`src/rtl/mouse_bus_poller.sv`:
```
// Bus initiator that services the mouse peripheral's interrupt: it reads status, X and Y
// over the shared bus, acknowledges the interrupt and publishes the packet with a valid strobe.
module mouse_bus_poller #(
   parameter logic [7:0] BaseAddr = 8'hA0,
   parameter logic [7:0] IdleAddr = 8'hFF
) (
   input  logic       CLK,
   input  logic       RESET,
   input  logic       ENABLE,
   output logic       BUS_REQ,
   input  logic       BUS_GNT,
   output logic [7:0] BUS_ADDR,
   input  logic [7:0] BUS_DATA,
   output logic       BUS_WE,
   input  logic       BUS_INTERRUPT_RAISE,
   output logic       BUS_INTERRUPT_ACK,
   output logic [7:0] MOUSE_STATUS,
   output logic [7:0] MOUSE_X,
   output logic [7:0] MOUSE_Y,
   output logic       PACKET_VALID,
   output logic [7:0] PACKET_COUNT
);

   typedef enum logic [2:0] {
      IDLE   = 3'd0,
      REQ    = 3'd1,
      R_ADDR = 3'd2,
      R_CAP  = 3'd3,
      ACK    = 3'd4,
      GAP    = 3'd5
   } state_t;

   state_t     state;
   logic [1:0] index;
   logic [7:0] shadow_status;
   logic [7:0] shadow_x;
   logic [7:0] shadow_y;

   // Read-only initiator: the write enable never leaves zero.
   assign BUS_WE = 1'b0;

   always_ff @(posedge CLK) begin
      if (RESET) begin
         state             <= IDLE;
         index             <= 2'd0;
         BUS_REQ           <= 1'b0;
         BUS_ADDR          <= IdleAddr;
         BUS_INTERRUPT_ACK <= 1'b0;
         PACKET_VALID      <= 1'b0;
         MOUSE_STATUS      <= 8'd0;
         MOUSE_X           <= 8'd0;
         MOUSE_Y           <= 8'd0;
         PACKET_COUNT      <= 8'd0;
         shadow_status     <= 8'd0;
         shadow_x          <= 8'd0;
         shadow_y          <= 8'd0;
      end else begin
         BUS_INTERRUPT_ACK <= 1'b0;
         PACKET_VALID      <= 1'b0;
         case (state)
            IDLE: begin
               BUS_REQ  <= 1'b0;
               BUS_ADDR <= IdleAddr;
               if (ENABLE && BUS_INTERRUPT_RAISE) begin
                  state   <= REQ;
                  index   <= 2'd0;
                  BUS_REQ <= 1'b1;
               end
            end
            REQ: begin
               if (BUS_GNT) begin
                  state    <= R_ADDR;
                  BUS_ADDR <= BaseAddr + {6'd0, index};
               end
            end
            R_ADDR: begin
               if (!BUS_GNT) begin
                  state    <= REQ;
                  BUS_ADDR <= IdleAddr;
               end else begin
                  state <= R_CAP;
               end
            end
            R_CAP: begin
               // Grant lost: the current byte is abandoned and re-read after re-grant.
               if (!BUS_GNT) begin
                  state    <= REQ;
                  BUS_ADDR <= IdleAddr;
               end else begin
                  case (index)
                     2'd0:    shadow_status <= BUS_DATA;
                     2'd1:    shadow_x      <= BUS_DATA;
                     default: shadow_y      <= BUS_DATA;
                  endcase
                  if (index < 2'd2) begin
                     index    <= index + 2'd1;
                     BUS_ADDR <= BaseAddr + {6'd0, index} + 8'd1;
                     state    <= R_ADDR;
                  end else begin
                     state             <= ACK;
                     BUS_ADDR          <= IdleAddr;
                     BUS_REQ           <= 1'b0;
                     BUS_INTERRUPT_ACK <= 1'b1;
                  end
               end
            end
            ACK: begin
               MOUSE_STATUS <= shadow_status;
               MOUSE_X      <= shadow_x;
               MOUSE_Y      <= shadow_y;
               PACKET_VALID <= 1'b1;
               PACKET_COUNT <= PACKET_COUNT + 8'd1;
               state        <= GAP;
            end
            GAP: begin
               // Lets the peripheral's cleared interrupt become visible before IDLE looks at it.
               state <= IDLE;
            end
            default: begin
               state <= IDLE;
            end
         endcase
      end
   end

endmodule

```
`config.mk`:
```
export PLATFORM = sky130hd
export DESIGN_NAME = mouse_bus_poller
export DESIGN_NICKNAME = d
export VERILOG_FILES = /design/src/rtl/mouse_bus_poller.sv
export SDC_FILE = /design/constraint.sdc
export NUM_CORES = 1
export LEC_CHECK = 0
export ABC_AREA = 1
export BUFFER_PORTS_ARGS = -buffer_cell sky130_fd_sc_hd__buf_4
export CAP_MARGIN = 25
export CORE_MARGIN = 3
export CORE_UTILIZATION = 54
export CTS_CLUSTER_DIAMETER = 30
export DETAILED_ROUTE_END_ITERATION = 10
export PLACE_DENSITY = 0.87
export SYNTH_ARGS = -nofsm -noshare
export SYNTH_HDL_FRONTEND = slang
export SYNTH_SLANG_ARGS = --single-unit
```
`constraint.sdc`:
```
create_clock -name CLK -period 1.74 [get_ports CLK]
set_input_delay 0.348 -clock CLK [delete_from_list [all_inputs] [get_ports CLK]]
set_output_delay 0.348 -clock CLK [all_outputs]
set_load 0.05 [all_outputs]
```
==> results.yml <==
min_path:
  hold_path.startpoint: "RESET"
  hold_class: "input pin to flip-flop"
  min_to: "index[0]$_SDFFE_PP0P_"
  hold_depth: 2
synth:
  ys_seq_elements: 67
  ys_seq_area_share_pct: 49.2
  synth_area_leaders: "dfxtp_1 (49%), nor2_1 (16%), o21ai_0 (7.9%)"
  syn_area_um2: 2730
  postSynthAreaPerCell_um2: 7.71
  yosysTopAreaCell: "dfxtp_1"
  syn_inst: 354
  synth_cell_types: 31
  synth_top_cell_area_share_pct: 49.2
  ys_warn_count: 0
critical_path:
  startpoint_type: "flip-flop"
  cp_slowest_stage_delay_ns: 0.42
  crit_slowest_cell: "inv_2"
  arrival_ns: 1.76
  worst_ep_required_time_ns: 2.01
  crit_chain: "nor2_4 > nand2_2 > inv_2 > nor2_1 > nor2_1"
  timing.rr.start: "state[0]$_SDFFE_PP0P_"
  endpoint_kind: "flip-flop"
  crit_top_cell: "nor2_1"
  timing.rr.end: "MOUSE_X[3]$_SDFFE_PP0P_"
  critPathMaxFanout: 26
  critical_path_class: "flip-flop to flip-flop"
  r2r_cells: 5
  r2r_setup_slack_ns: 0.25
cts:
  cts-root-buf: "clkbuf_8"
  cts.path.max_buffers: 2
  cts_buffers: 9
  clk_latency_ns: 0.34
  clock_sinks: 67
  cts_hold_buffers: 0
  cts_resized: 0
  cts_tree: "built"
  cts_setup_buffers: 0
  clk_pin_slew_worst_paths_ns: 0.08
  cts_max_level: 3
drt:
  ant_nets: 0
  firstDrtPassIters: 4
  drcViolationCount: 0
  via_count: 2375
  wl_per_cell_um: 12.4
  totalWireLength_um: 5880
  via_per_inst: 5.01
  first_iter_violations: 154
run_status:
  outcome: "finished, final reports clean"
global_route:
  grt_remaining_overflow: 0
  grt_antenna_before_repair: 0
  grt_pass1_wl_um: 9780
  grt_use_total_pct: 20.7
  grt_pass1_vias: 2180
  grt_max_degree: 53
job:
  cap_violations: 0
timing:
  fin_crit_ns: 1.49
  fmax_ghz: 0.671
  timing.final.ws_setup_ns: 0.250
  finalSetupViolations: 0
  finalSetupTns_ns: 0
  grt_setup_unrepaired: "no"
  skew_ns: 0.0133
  drv_slew: 0
  min_period_over_period_pct: 85.6
  hold_viol: 0
power:
  p_leak_nw: 1.46
  swShare_pct: 27.6
  total_power_mw: 3.22
  peakVddDrop_mv: 0.501
  power.share.clock_pct: 40.1
  p_switching_mw: 0.888
  power_frac_comb_pct: 10.8
  p_seq_share_pct: 49.1
  pwr_density_cell_nw_per_um2: 970
  internal-power_mw: 2.33
final_layout:
  drive_above_1_share_pct: 22.9
  layout_commonest_cell: "nor2_1"
  fill_cells: 402
  fin_nets: 420
  fin_cells: 474
  insertedDiodeCount: 0
  layout_common_cells: "nor2_1 (114), dfxtp_1 (67), buf_4 (54)"
  regArea_um2: 1340
  multi_input_area_um2: 1200
  fin_util_pct: 69.0
  syn2layout_area_growth_pct: 21.7
placement:
  hpwl_um: 4070
  dp_cells: 458
  place_ws_ns: 0.242
  gp_congestion: 0.859
  port-buffer-count: 53
floorplan:
  start_util_pct: 56.6
  die_area_um2: 5940
  num_io_pins: 57
  die_h_um: 77.1
  coreArea_um2: 4820
  rows: 25
  die_x_um: 77.1
## how the worst max path moves through the flow
stage | start | to | cells past startpoint
floorplan | PACKET_COUNT[0]$_SDFFE_PP0P_ | PACKET_COUNT[6]$_SDFFE_PP0P_ | 6
global placement | state[0]$_SDFFE_PP0P_ | PACKET_COUNT[2]$_SDFFE_PP0P_ | 4
detailed placement | state[0]$_SDFFE_PP0P_ | MOUSE_X[3]$_SDFFE_PP0P_ | 5
CTS | state[0]$_SDFFE_PP0P_ | MOUSE_X[3]$_SDFFE_PP0P_ | 5
global route | state[0]$_SDFFE_PP0P_ | MOUSE_Y[3]$_SDFFE_PP0P_ | 5
finish | state[0]$_SDFFE_PP0P_ | MOUSE_X[3]$_SDFFE_PP0P_ | 5
## worst max-delay path: cells and delay by family (launching register included)
| family | cells | cell delay, ns |
|---|---|---|
| buffers and inverters | 1 | 0.42 |
| and+or+nand+nor | 4 | 0.60 |
| DFF | 1 | 0.39 |
## area by class of cell
class	instances	share of cell area, %
sequential	67	40.4
multi-input combinational	250	36.0
timing repair buffer	55	12.8
clock buffer	9	3.73
tap	67	2.52
clock inverter	7	2.30
inverter	19	2.22
## state kept, by name, summed over array words and instances (netlist names)
signal	flops
MOUSE_STATUS	8
MOUSE_X	8
MOUSE_Y	8
PACKET_COUNT	8
shadow_status	8
shadow_x	8
shadow_y	8
BUS_ADDR	3
state	3
index	2
BUS_INTERRUPT_ACK	1
BUS_REQ	1
PACKET_VALID	1
## per-stage QoR
stage / hold WS, ns / area, um^2
detailed placement: 0.462 / 3120
global route: 0.254 / 3320
floorplan: 0.450 / 2730
CTS: 0.237 / 3320
global placement: 0.453 / 3120
finish: 0.254 / 3320
## Yosys cell counts
master    number
a21oi_1        9
a21oi_2        1
a31oi_1        1
buf_1          1
buf_2          3
buf_4          8
buf_6          2
clkbuf_1       5
clkinv_2       2
conb_1         2
dfxtp_1       67
ha_1           5
inv_1         13
inv_2          4
nand2_1       36
nand2_2        2
nand2_4        3
nand3_1        9
nand3_2        3
nand3_4        1
nand4_1        3
nor2_1       114
nor2_2         2
nor2_4         1
nor2_8         1
nor3_2         2
o21a_1         1
o21ai_0       43
o21ai_1        8
o21bai_1       1
xor2_1         1
## power groups by stage
stage	sequential (mW)	clock [mW]	combinational, mW
after global placement	1.61	0	0.340
final	1.58	1.29	0.349
after global routing	1.58	1.39	0.381
after floorplan	1.65	0	0.226
after CTS	1.58	1.31	0.349
after detailed placement	1.62	0	0.346
## routing by layer
| layer | wire (um) | track usage [%] |
|---|---|---|
| met1 | 2590 | 24.6 |
| met2 | 2860 | 34.5 |
| met3 | 325 | 5.75 |
| met4 | 94 | 9.61 |
| met5 | 0 | 0 |
## logic make-up after synthesis
family / count (synthesis) / synth area share, %
adder cells (fa/ha/maj): 5 / 2.29
AO/OA/AOI/OAI: 64 / 12.1
AND/OR/NAND/NOR: 177 / 28.7
other: 2 / 0.275
XOR/XNOR: 1 / 0.321
buffers and inverters: 38 / 7.11
flip-flops: 67 / 49.2
No activity file was read; power rests on OpenSTA's default activity.
